==> src/rtl/cmp_pkg.sv <==
`default_nettype none
// +-----------------------------------------------------------------------+
// | cmp_pkg : shared types and helpers for the 32-bit peak tracker        |
// | Rev 1.0 - initial release                                             |
// +-----------------------------------------------------------------------+
package cmp_pkg;

   localparam int DATA_W = 32;

   typedef enum logic [1:0] {
      FIRST = 2'd0,
      ACCUM = 2'd1,
      HOLD  = 2'd2
   } state_t;

   // Index width never drops below one bit, even for single-sample windows.
   function automatic int calc_idx_w(input int win_len);
      return (win_len > 2) ? $clog2(win_len) : 1;
   endfunction

endpackage
`default_nettype wire

==> src/rtl/peak_cmp_stage.sv <==
`default_nettype none
// +-----------------------------------------------------------------------+
// | peak_cmp_stage : compares a sample against the running max and min.   |
// | Build option PEAK_SIGNED_EN selects two's-complement comparison.      |
// | Rev 1.0 - initial release                                             |
// +-----------------------------------------------------------------------+
module peak_cmp_stage
   import cmp_pkg::*;
(
   input  logic [DATA_W-1:0] sample,
   input  logic [DATA_W-1:0] run_max,
   input  logic [DATA_W-1:0] run_min,
   output logic              upd_max,
   output logic              upd_min,
   output logic              neq
);

`ifdef PEAK_SIGNED_EN
   assign upd_max = $signed(sample) > $signed(run_max);
   assign upd_min = $signed(sample) < $signed(run_min);
`else
   assign upd_max = sample > run_max;
   assign upd_min = sample < run_min;
`endif

   assign neq = (sample != run_max) || (sample != run_min);

endmodule
`default_nettype wire

==> src/rtl/cmp32_peak_tracker.sv <==
`default_nettype none
// +-----------------------------------------------------------------------+
// | cmp32_peak_tracker : reduces each WIN_LEN-sample window to max/min    |
// | and their first indices. Build option PEAK_SIGNED_EN: signed compare. |
// | Rev 1.0 - initial release                                             |
// +-----------------------------------------------------------------------+
module cmp32_peak_tracker
   import cmp_pkg::*;
#(
   parameter  int WIN_LEN = 16,
   localparam int IDX_W   = calc_idx_w(WIN_LEN)
)(
   input  logic              clk,
   input  logic              rst_n,
   input  logic              clear,
   input  logic              in_valid,
   output logic              in_ready,
   input  logic [DATA_W-1:0] in_data,
   output logic              out_valid,
   input  logic              out_ready,
   output logic [DATA_W-1:0] out_max,
   output logic [DATA_W-1:0] out_min,
   output logic [IDX_W-1:0]  out_max_idx,
   output logic [IDX_W-1:0]  out_min_idx,
   output logic              out_all_eq
);

   localparam logic [IDX_W-1:0] c_LAST = IDX_W'(WIN_LEN - 1);

   state_t            r_state;
   state_t            w_state_nxt;
   logic [IDX_W-1:0]  r_count;
   logic [DATA_W-1:0] r_max;
   logic [DATA_W-1:0] r_min;
   logic [IDX_W-1:0]  r_max_idx;
   logic [IDX_W-1:0]  r_min_idx;
   logic              r_all_eq;
   logic              w_accept;
   logic              w_upd_max;
   logic              w_upd_min;
   logic              w_neq;

   peak_cmp_stage u_cmp (
      .sample  (in_data),
      .run_max (r_max),
      .run_min (r_min),
      .upd_max (w_upd_max),
      .upd_min (w_upd_min),
      .neq     (w_neq)
   );

   assign w_accept = in_valid && in_ready;

   always_ff @(posedge clk or negedge rst_n) begin
      if (!rst_n) begin
         r_state <= FIRST;
      end else begin
         r_state <= w_state_nxt;
      end
   end

   // Handshake flags derive from state alone; out_ready only steers the next state.
   always_comb begin
      w_state_nxt = r_state;
      in_ready    = 1'b0;
      out_valid   = 1'b0;
      case (r_state)
         FIRST: begin
            in_ready = 1'b1;
            if (in_valid) begin
               w_state_nxt = (WIN_LEN == 1) ? HOLD : ACCUM;
            end
         end
         ACCUM: begin
            in_ready = 1'b1;
            if (in_valid && (r_count == c_LAST)) begin
               w_state_nxt = HOLD;
            end
         end
         HOLD: begin
            out_valid = 1'b1;
            if (out_ready) begin
               w_state_nxt = FIRST;
            end
         end
         default: w_state_nxt = FIRST;
      endcase
      if (clear) begin
         w_state_nxt = FIRST;
      end
   end

   always_ff @(posedge clk or negedge rst_n) begin
      if (!rst_n) begin
         r_count   <= '0;
         r_max     <= '0;
         r_min     <= '0;
         r_max_idx <= '0;
         r_min_idx <= '0;
         r_all_eq  <= 1'b0;
      end else if (clear) begin
         r_count <= '0;
      end else if (w_accept) begin
         if (r_state == FIRST) begin
            r_max     <= in_data;
            r_min     <= in_data;
            r_max_idx <= '0;
            r_min_idx <= '0;
            r_all_eq  <= 1'b1;
            r_count   <= IDX_W'(1);
         end else begin
            // Strict compares leave ties on the earliest index.
            if (w_upd_max) begin
               r_max     <= in_data;
               r_max_idx <= r_count;
            end
            if (w_upd_min) begin
               r_min     <= in_data;
               r_min_idx <= r_count;
            end
            if (w_neq) begin
               r_all_eq <= 1'b0;
            end
            if (r_count != c_LAST) begin
               r_count <= r_count + IDX_W'(1);
            end
         end
      end
   end

   assign out_max     = r_max;
   assign out_min     = r_min;
   assign out_max_idx = r_max_idx;
   assign out_min_idx = r_min_idx;
   assign out_all_eq  = r_all_eq;

endmodule
`default_nettype wire

==> config.mk <==
export PLATFORM = sky130hd
export DESIGN_NAME = cmp32_peak_tracker
export DESIGN_NICKNAME = d
export VERILOG_FILES = /design/src/rtl/cmp_pkg.sv /design/src/rtl/peak_cmp_stage.sv /design/src/rtl/cmp32_peak_tracker.sv
export SDC_FILE = /design/constraint.sdc
export NUM_CORES = 1
export LEC_CHECK = 0
export ABC_AREA = 1
export BUFFER_PORTS_ARGS = -buffer_cell sky130_fd_sc_hd__buf_2
export CORE_UTILIZATION = 42
export DETAILED_ROUTE_END_ITERATION = 6
export HOLD_SLACK_MARGIN = 0.03
export PLACE_DENSITY = 0.73
export SYNTH_ARGS = -nofsm -noshare
export SYNTH_HDL_FRONTEND = slang
export SYNTH_SLANG_ARGS = --single-unit
==> constraint.sdc <==
create_clock -name clk -period 2.55 [get_ports clk]
set_input_delay 0.3825 -clock clk [delete_from_list [all_inputs] [get_ports clk]]
set_output_delay 0.3825 -clock clk [all_outputs]
set_load 0.02 [all_outputs]
== Word-level counts from Yosys, hierarchy flattened ==
Cells that the tools add are included.
Word-level totals
  logic and storage cells: 56
  register bits after elaboration: 79
Cells by class
  add/subtract/negate cells: 1
  bitwise logic cells: 1
  muxes and demuxes: 21
  reduce and logical (&&, ||, !) cells: 15
  order comparisons: 2
  equal/unequal tests: 9
Operators with widths (count)
  $mux 32: 4
  $ne 32x32->1: 2
  $gt 32x32->1: 1
  $lt 32x32->1: 1
  $mux 4: 8
  $reduce_and 3->1: 4
  $ne 3x3->1 const B: 3
  $mux 2: 4
  $reduce_bool 2->1: 4
  $pmux 2 s3: 1
  $add 4x1->4 const B: 1
  $eq 4x4->1 const B: 1
  $mux 1: 4
  $ne 4x4->1 const B: 1
  $reduce_bool 3->1: 1
  $eq 2x1->1 const B: 1
  $eq 2x2->1 const B: 1
  $logic_and 1x1->1: 2
  $logic_not 2->1: 1
  $reduce_and 2->1: 1
  $reduce_or 2->1: 1
  $logic_or 1x1->1: 1
  $not 1->1: 1

== Longest topological paths before layout ==
Gate-level depths: netlist of the first run.
  depth after elaboration: 6
  depth in mapped cells: 19
  mapped depth without buffers: 18

== Cells and area by module ==
From an unflattened synthesis of the first run, not the netlist that was laid out.
Second synthesis, totals
  cells, all modules: 600
  area total of the unflattened synthesis: 4837.1 µm²
By module, submodules not included
  cmp32_peak_tracker: area each 3139.3 µm², times used 1, cells an instance 332
  peak_cmp_stage: area each 1697.9 µm², times used 1, cells an instance 268

== Worst setup path after synthesis of the first run ==
No wires, ideal clock.
  path type: reg-to-reg
  start: register r_min[15], in the netlist out_min[15]
  end: register r_min[17], in the netlist out_min[17]
  data required time: 2.433 ns
  path buffers: 1
  setup time: 0.117 ns
  path slack: 0.632 ns
  arrival: 1.801 ns
  cell stages (with the launch flop): 13
  cell sequence: dfrtp_1 -> inv_1 -> ha_1 -> nand2_1 -> nor4_2 -> nand2_1 -> nand2_1 -> nand2_1 -> nand2_2 -> nand2_4 -> buf_2 -> nand3_1 -> nand2_1
Between the ends
  cells in the longest elaborated chain, start to end: 3
Ends and longest elaborated chain
  from (decl): line cmp32_peak_tracker.sv:34  | logic [DATA_W-1:0] r_min;
  from (signal assigned): line cmp32_peak_tracker.sv:106  | r_min <= in_data;
  from (signal assigned): line cmp32_peak_tracker.sv:118  | r_min <= in_data;
  $lt 32x32->1: line peak_cmp_stage.sv:23  | assign upd_min = sample < run_min;
  $reduce_bool 2->1 (no source line)
  $reduce_and 3->1 (no source line)
No other way between the ends.
A chain may end at the register's enable or synchronous reset.

== Worst setup path in the final report of the first run ==
  start: register r_min[31], in the netlist out_min[31]
  end: register r_min[5], in the netlist out_min[5]
The elaborated chain is that of the path after synthesis.

==> impl_metrics.py, run 1 <==
metrics = {
    "outcome": {
        "status": "complete, no violations",
    },
    "grt": {
        "busiest_layer": "met2",
        "track_usage": 0.207,
        "grt_max_degree": 41,
        "grt_first_pass_wirelength_um": 20200,
        "overflow": 0,
        "use_met2": 0.321,
        "grtUsageMet3": 0.0399,
        "antenna_found_initial": 0,
        "grt_pass1_vias": 3987,
        "use_met1": 0.288,
    },
    "logic_synthesis": {
        "ys_types": 25,
        "yosysSeqAreaShare": 0.398,
        "synth_edf_count": 0,
        "netlist_instances": 634,
        "ys_warn_count": 0,
        "synthArstFlopShare": 1.00,
        "yosys-top-cells-count": "213 x nand2_1, 82 x inv_1, 79 x dfrtp_1",
        "syn_avg_cell_area_um2": 7.84,
        "synth_area_leaders": "dfrtp_1 40%, ha_1 16%, nand2_1 16%",
        "synth_top_flop_cell": "dfrtp_1",
        "synth_top_cell_by_area": "dfrtp_1",
        "yosysMostFrequentCell": "nand2_1",
        "synth_area_um2": 4970,
        "ys_ff_latch": 79,
        "syn-num-nets": 736,
        "yosys.area.top_type_share": 0.398,
    },
    "placed_design": {
        "gp_congestion": 0.808,
        "dpl.hpwl_um": 8760,
        "pre_cts_slack_ns": 0.260,
        "portBuffers": 111,
    },
    "worst_setup_path": {
        "end_kind": "flop",
        "critPathMaxFanout": 36,
        "crit_start": "out_min[31]",
        "ff2ff_setup_slack_ns": 0.41,
        "critical_path_required_ns": 2.83,
        "worstReg2RegEnd": "out_min[5]",
        "rr_worst_depth": 12,
        "cp-start-kind": "flop",
        "endpoint": "out_min[5]",
        "reg2reg_from": "out_min[31]",
        "worstSetupPathType": "reg2reg",
        "cp.arrival_ns": 2.42,
    },
    "route": {
        "viasPerCell": 4.96,
        "antenna_left": 0,
        "initialDrtViolationCount": 201,
        "drc": 0,
        "vias": 4419,
        "first_pass_iters": 4,
        "drt-total-wl_um": 12100,
        "wl_per_cell_um": 13.6,
    },
    "sta": {
        "worst-slew-pin-transition_ns": 0.652,
        "finalCritPeriodShare": 0.841,
        "slew_headroom": 0.564,
        "maxSlewViolCount": 0,
        "rsz0062_at_grt": "no",
        "skew_ns": 0.00824,
        "worst_slack_ns": 0.406,
        "fmax_ghz": 0.466,
        "hold_viol_final": 0,
        "fin_crit_ns": 2.14,
        "tns_ns": 0,
        "setup_viol": 0,
    },
    "layout": {
        "antenna_cells": 0,
        "final_nets": 845,
        "final_layout_size_suffix_gt1_frac": 0.191,
        "nFillCells": 1086,
        "syn2layout_area_growth_pct": 20.1,
    },
    "power_and_ir_drop": {
        "leakagePower_uw": 0.00342,
        "power.density_nw_per_um2": 1060,
        "vdd_drop_max_uv": 471,
    },
    "cts": {
        "post_cts_resized": 0,
        "postCtsHoldBufs": 0,
        "numCtsBuffers": 9,
        "cts-root-buf": "clkbuf_16",
        "clk_pin_slew_ns": 0.06,
        "worst_skew_pair.late_latency_ns": 0.34,
        "clockBufferDepth": 2,
        "htreeDepth": 3,
        "cts.sinks": 79,
        "cts_tree": "built",
        "post_cts_buffers": 0,
    },
    "floorplan": {
        "io_pins": 112,
        "die-area_um2": 12300,
        "chipWidth_um": 111,
        "rows": 39,
        "dieHeight_um": 111,
        "start_util": 0.433,
        "core_area_um2": 11500,
    },
    "flow_run": {
        "drv_cap": 0,
    },
    "hold_path": {
        "min_path_type": "in2async",
    },
}
==> worst min path at each step <==
stage                     start             end  cells past startpoint
after floorplan           rst_n      out_all_eq                      0
after global placement    rst_n  out_max_idx[3]                      1
after detailed placement  rst_n  out_max_idx[3]                      1
after CTS                 rst_n  out_max_idx[3]                      1
after global routing      rst_n  out_max_idx[3]                      1
final                     rst_n  out_max_idx[3]                      1
==> cell families after synthesis <==
group | Yosys count | synth area share
buffers and inverters | 102 | 0.0899
adders and majority gates | 65 | 0.164
and+or+nand+nor | 333 | 0.290
AOI/OAI and AO/OA | 55 | 0.0589
DFF | 79 | 0.398
==> layout make-up <==
type	instances	area (um^2)	area share
inverter	82	308	0.0515
tap	143	179	0.0300
multi-input combinational	453	2550	0.427
sequential	79	1980	0.331
timing repair buffer	118	648	0.109
clock inverter	7	87.6	0.0147
clock buffer	9	225	0.0377
==> worst max-delay path: stages, from the launching register on <==
cell and delay (ns):
dfrtp_1 0.38, inv_1 0.05, ha_1 0.28, nand2_1 0.06, nor2_1 0.13, nand3_1 0.14, nor4_2 0.27, nand2_1 0.11
nand2_2 0.08, nand2_4 0.13, nand2_8 0.25, nand2_1 0.09, nand2_1 0.07
==> layer usage <==
metal,up-vias,wire length (um)
met3,13,627
met4,0,156
li1,2254,-
met1,2044,5840
met5,-,0
met2,108,5490
==> per-stage QoR <==
stage | instance area (um^2) | power (uW) | utilization | cells | hold slack, ns
6_report | 5970 | 6350 | 0.521 | 891 | 0.0152
5_1_grt | 5970 | 6880 | 0.521 | 891 | 0.0547
3_3_place_gp | 5660 | 4950 | 0.494 | 875 | 0.406
4_1_cts | 5970 | 6410 | 0.521 | 891 | 0.0390
2_1_floorplan | 4970 | 4040 | - | 634 | 0.0869
3_5_place_dp | 5660 | 5010 | 0.494 | 875 | 0.407
==> state kept, by name, indices dropped and copies added, names as in the netlist <==
| register | flops |
|---|---|
| out_min | 32 |
| out_max_idx | 4 |
| out_all_eq | 1 |
| out_min_idx | 4 |
| out_max | 32 |
| r_state | 2 |
| r_count | 4 |
==> power breakdown <==
part	total [uW]	internal (uW)	switching, uW
clock network	1390	850	537
registers	2060	1690	376
logic	2900	1030	1870
==> placed cells by master, fill, tap and decap left out, drive strengths merged, types with 2 or more instances in the layout <==
cell type / Yosys / final
nand2: 218 / 218
buf: 19 / 118
inv: 82 / 82
dfrtp: 79 / 79
nand3: 77 / 77
ha: 65 / 65
a21oi: 36 / 36
nor2: 28 / 28
o21ai: 12 / 12
clkbuf: 1 / 9
o21a: 4 / 4
nand4: 4 / 4
clkinv: 0 / 4
nor3: 3 / 3
nor4: 2 / 2
bufinv: 0 / 2
Note: power is estimated with default switching activity, not from simulation.
==> run 2, diff against run 1 <==
Settings changed: PLACE_DENSITY 0.73 to 0.75.
Clock period 2.55 ns to 1.9 ns, I/O delays scaled along.
==> impl_metrics.py, run 2 (synthesized netlist as in run 1, its figures left out) <==
metrics = {
    "worst_setup_path": {
        "path_buf_inv": 2,
        "critical_path_required_ns": 2.18,
        "cp.arrival_ns": 2.31,
        "worstSetupPathType": "reg2reg",
        "crit_top_cell": "nand2_1",
        "critPathMaxFanout": 6,
        "end_kind": "flop",
        "max_stage_delay_ns": 0.35,
        "cp-start-kind": "flop",
        "cp_top_family": "simple AND/OR/NAND/NOR gates",
        "cp_slowest_cell": "dfrtp_1",
        "cp_cell_sequence": "inv_1 > ha_1 > nand2_1 > nor4_4 > nand2_1 > nand2_1 > nand2_1 > nand2_2 > nand2_8 > buf_12 > nand2_8 > nand2_2 > nand2_1",
    },
    "route": {
        "vias": 5156,
        "drc": 0,
        "drt-total-wl_um": 15700,
        "initialDrtViolationCount": 247,
        "first_pass_iters": 5,
        "viasPerCell": 5.08,
        "wl_per_cell_um": 15.5,
        "antenna_left": 0,
    },
    "floorplan": {
        "io_pins": 112,
        "rows": 39,
        "die-area_um2": 12300,
        "chipWidth_um": 111,
        "start_util": 0.433,
        "core_area_um2": 11500,
        "dieHeight_um": 111,
    },
    "sta": {
        "fin_crit_ns": 2.03,
        "fmax_ghz": 0.492,
        "hold_viol_final": 0,
        "worst-slew-pin-transition_ns": 0.408,
        "setup_viol": 73,
        "skew_ns": 0.00506,
        "maxSlewViolCount": 0,
        "finalCritPeriodShare": 1.07,
        "slew_headroom": 0.728,
        "rsz0062_at_grt": "yes",
        "worst_slack_ns": -0.133,
        "tns_ns": -6.56,
    },
    "cts": {
        "worst_skew_pair.late_latency_ns": 0.34,
        "htreeDepth": 3,
        "numCtsBuffers": 9,
        "cts.sinks": 79,
        "cts_tree": "built",
        "cts-root-buf": "clkbuf_16",
        "clk_pin_slew_ns": 0.06,
        "clockBufferDepth": 2,
    },
    "placed_design": {
        "place_area_um2": 6370,
        "portBuffers": 111,
        "gp_congestion": 0.832,
        "dpl.hpwl_um": 10000,
    },
    "layout": {
        "final_cell_area_um2": 7760,
        "antenna_cells": 0,
        "finish.utilization": 0.676,
        "nFillCells": 894,
        "final_layout_size_suffix_gt1_frac": 0.448,
        "final_nets": 968,
        "syn2layout_area_growth_pct": 56.0,
        "final_common_cell": "nand2_1",
        "final_cell_mix": "152 x nand2_1, 110 x buf_2, 105 x buf_4",
    },
    "grt": {
        "grt_first_pass_wirelength_um": 24300,
        "antenna_found_initial": 0,
        "grt_pass1_vias": 5031,
        "track_usage": 0.250,
        "overflow": 0,
        "grt_max_degree": 41,
    },
    "power_and_ir_drop": {
        "leakagePower_uw": 0.00415,
        "fin_total_pwr_uw": 11000,
        "vdd_drop_max_uv": 715,
        "power.density_nw_per_um2": 1420,
    },
    "hold_path": {
        "min_path_type": "in2reg",
    },
    "flow_run": {
        "drv_cap": 0,
    },
    "outcome": {
        "status": "finished, violations left",
        "failed_checks": "setup timing",
    },
}
run 2: cell types whose count changed in the layout (fill, tap and decap cells not counted), moves of 9 or more:
cell,delta
a21oi_1,-10
a21oi_2,+10
buf_4,+100
ha_1,-17
ha_4,+17
inv_1,-15
inv_2,+15
nand2_1,-61
nand2_2,+56
nand2_8,+9
nand3_1,-10
nand3_2,+9
nor2_1,-10
run 2: routing by layer:
metal | GRT usage | part of all wire | wire length (um)
met3 | 0.0437 | 0.048 | 748
met1 | 0.328 | 0.44 | 6880
met5 | 0 | 0 | 0
met4 | 0.0818 | 0.020 | 318
met2 | 0.417 | 0.49 | 7740
run 2: final cells by class:
| class | instances | area, um^2 | area share |
|---|---|---|---|
| multi-input cells | 460 | 3250 | 0.419 |
| flip-flops and latches | 79 | 1980 | 0.255 |
| repair buffers | 234 | 1690 | 0.218 |
| inverters | 82 | 308 | 0.0397 |
| clock buffers | 9 | 225 | 0.0290 |
| well taps | 143 | 179 | 0.0231 |
| clock inverters | 7 | 119 | 0.0153 |
run 2: path summary, 6_finish.rpt:
path	slack (ns)	startpoint	to	depth (start not counted)
setup / recovery	-0.13	out_min[9]	out_min[21]	13
hold / removal	0.23	in_data[25]	out_max[25]	3
setup reg to reg	-0.13	out_min[9]	out_min[21]	13
hold reg to reg	0.47	out_all_eq	out_all_eq	2
max in group asynchronous	1.00	rst_n	out_min[16]	3
min in group asynchronous	0.41	rst_n	out_max[31]	2
run 2: worst register-to-register path: stages (launching register included):
cell and delay [ns]:
dfrtp_1 0.35, inv_1 0.05, ha_1 0.29, nand2_1 0.11, nor4_4 0.31, nand2_1 0.09
nand2_1 0.07, nand2_1 0.06, nand2_2 0.12, nand2_8 0.10, buf_12 0.18, nand2_8 0.11
nand2_2 0.05, nand2_1 0.06
run 2: where the power goes:
group / switching (uW) / total (uW) / leakage [uW] / internal, uW
combinational: 3580 / 6350 / 0.00300 / 2770
clock: 724 / 2010 / 0.000162 / 1290
sequential: 378 / 2640 / 0.000993 / 2260
total: 4680 / 11000 / 0.00415 / 6320
run 2: through the flow:
step / std cells / hold slack [ns] / setup slack (ns)
after floorplan: 634 / -0.0106 / 0.000556
after global placement: 964 / 0.238 / -0.249
after detailed placement: 964 / 0.241 / -0.252
after CTS: 999 / 0.228 / -0.144
after global routing: 1014 / 0.237 / -0.252
final: 1014 / 0.231 / -0.133
run 2: what timing repair did:
action,4_1_cts,5_1_grt
hold endpoints to repair,23,0
setup endpoints to repair,73,73
pin swaps,24,32
hold buffers,1,0
setup buffers,8,14
cloned,10,1
gates resized for setup,85,73
==> run 3, diff against run 2 <==
Settings changed: CORE_UTILIZATION 42 to 50, PLACE_DENSITY 0.75 to 0.78.
==> impl_metrics.py, run 3 (synthesized netlist as in run 1, its figures left out) <==
metrics = {
    "floorplan": {
        "io_pins": 112,
        "core_area_um2": 9680,
        "chipWidth_um": 102,
        "rows": 36,
        "start_util": 0.513,
        "dieHeight_um": 102,
        "die-area_um2": 10300,
    },
    "sta": {
        "fmax_ghz": 0.349,
        "finalCritPeriodShare": 1.51,
        "fin_crit_ns": 2.87,
        "rsz0062_at_grt": "yes",
        "slew_headroom": 0.633,
        "skew_ns": 0.0207,
        "worst-slew-pin-transition_ns": 0.547,
        "timing.hold.ws_ns": 0.171,
        "setup_viol": 73,
        "worst_slack_ns": -0.966,
        "maxSlewViolCount": 0,
        "hold_viol_final": 0,
        "tns_ns": -45.84,
    },
    "worst_setup_path": {
        "ff2ff_setup_slack_ns": -0.97,
        "end_kind": "flop",
        "worstSetupPathType": "reg2reg",
        "critical_path_required_ns": 2.24,
        "reg2reg_from": "out_min[27]",
        "crit_top_cell": "nand2_2",
        "critPathMaxFanout": 6,
        "max_stage_delay_ns": 0.56,
        "cp_cell_sequence": "inv_2 > ha_4 > nand2_2 > nor2_2 > nand3_4 > nor4_4 > nand2_1 > nand2_2 > nand2_8 > buf_4 > buf_6 > nand2_8 > nand2_2 > nand2_1",
        "worstReg2RegEnd": "out_min[17]",
        "cp.arrival_ns": 3.20,
        "cp-start-kind": "flop",
        "cp_slowest_cell": "nor4_4",
        "rr_worst_depth": 14,
    },
    "route": {
        "first_pass_iters": 6,
        "wl_per_cell_um": 22.4,
        "vias": 6188,
        "drc": 0,
        "viasPerCell": 6.13,
        "initialDrtViolationCount": 572,
        "drt-total-wl_um": 22600,
        "antenna_left": 0,
    },
    "grt": {
        "grt_max_degree": 36,
        "antenna_found_initial": 0,
        "grt_first_pass_wirelength_um": 27900,
        "track_usage": 0.358,
        "grt_pass1_vias": 5688,
        "overflow": 0,
    },
    "hold_path": {
        "min_path_type": "in2reg",
        "hold_end": "out_min[16]",
        "worst_hold_startpoint": "in_data[16]",
        "min_path_cells": 3,
    },
    "cts": {
        "clk_pin_slew_ns": 0.10,
        "cts.sinks": 79,
        "htreeDepth": 3,
        "numCtsBuffers": 9,
        "cts-root-buf": "clkbuf_8",
        "worst_skew_pair.late_latency_ns": 0.39,
        "cts_tree": "built",
        "clockBufferDepth": 2,
    },
    "layout": {
        "antenna_cells": 0,
        "final_common_cell": "nand2_1",
        "syn2layout_area_growth_pct": 61.8,
        "final_layout_size_suffix_gt1_frac": 0.507,
        "final_nets": 973,
        "final_cell_mix": "144 x nand2_1, 110 x buf_2, 102 x buf_4",
    },
    "power_and_ir_drop": {
        "vdd_drop_max_uv": 663,
        "power.density_nw_per_um2": 1450,
        "leakagePower_uw": 0.00419,
    },
    "placed_design": {
        "gp_congestion": 0.844,
        "portBuffers": 111,
        "dpl.hpwl_um": 10400,
    },
    "outcome": {
        "status": "finished, violations left",
        "failed_checks": "setup timing",
    },
    "flow_run": {
        "drv_cap": 0,
    },
}
run 3: area by class of cell:
cell class                 instances  area (um^2)
inverter                          82          308
clock inverter                     4         70.1
multi-input combinational        459         3560
tap                              133          166
clock buffer                      12          145
fill                             470         1640
sequential                        79         1980
timing repair buffer             240         1820
run 3: through the flow:
| stage | power [uW] | area, um^2 | utilization | instances | worst slack [ns] |
|---|---|---|---|---|---|
| 2_1_floorplan | 5420 | 4970 | - | 634 | 0.000556 |
| 3_3_place_gp | 7270 | 6240 | 0.645 | 944 | -0.166 |
| 3_5_place_dp | 7490 | 6240 | 0.645 | 944 | -0.207 |
| 4_1_cts | 10000 | 7340 | 0.758 | 992 | -0.118 |
| 5_1_grt | 12200 | 8040 | 0.831 | 1009 | -0.994 |
| 6_report | 11700 | 8040 | 0.831 | 1009 | -0.966 |
run 3: power by group:
part | internal, uW | total (uW) | leakage [uW] | switching (uW)
registers | 2260 | 2740 | 0.000993 | 478
clock network | 774 | 1480 | 0.000110 | 705
logic | 3070 | 7460 | 0.00309 | 4390
total | 6110 | 11700 | 0.00419 | 5570
run 3: worst max-delay path: cells and delay by family, from the launching register on:
kind          cells  cell delay (ns)
simple gates     10             1.77
flops             1             0.40
buf+inv           3             0.37
fa+ha+maj         1             0.30
run 3: worst max path at each step:
stage | depth (start not counted) | slack [ns] | start | to
finish | 14 | -0.97 | out_min[27] | out_min[17]
global route | 14 | -0.99 | out_min[27] | out_min[5]
CTS | 13 | -0.12 | out_min[21] | out_min[28]
detailed placement | 12 | -0.21 | in_data[19] | out_min[17]
global placement | 12 | -0.17 | in_data[31] | out_min[17]
floorplan | 14 | 0.0006 | out_max[31] | out_max[10]
run 3: timing repair:
item,in CTS,in global routing
gates resized for setup,108,132
setup endpoints to repair,73,73
buffers inserted,23,20
cloned,10,4
pin swaps,38,49
hold buffers,1,0
hold endpoints to repair,33,0
run 3: per-layer routing:
metal,part of all wire,track usage,vias to the layer above
met5,0.0026,0,-
met4,0.082,0.211,2
met3,0.10,0.0897,189
met2,0.47,0.600,530
met1,0.34,0.414,2938
li1,-,-,2529
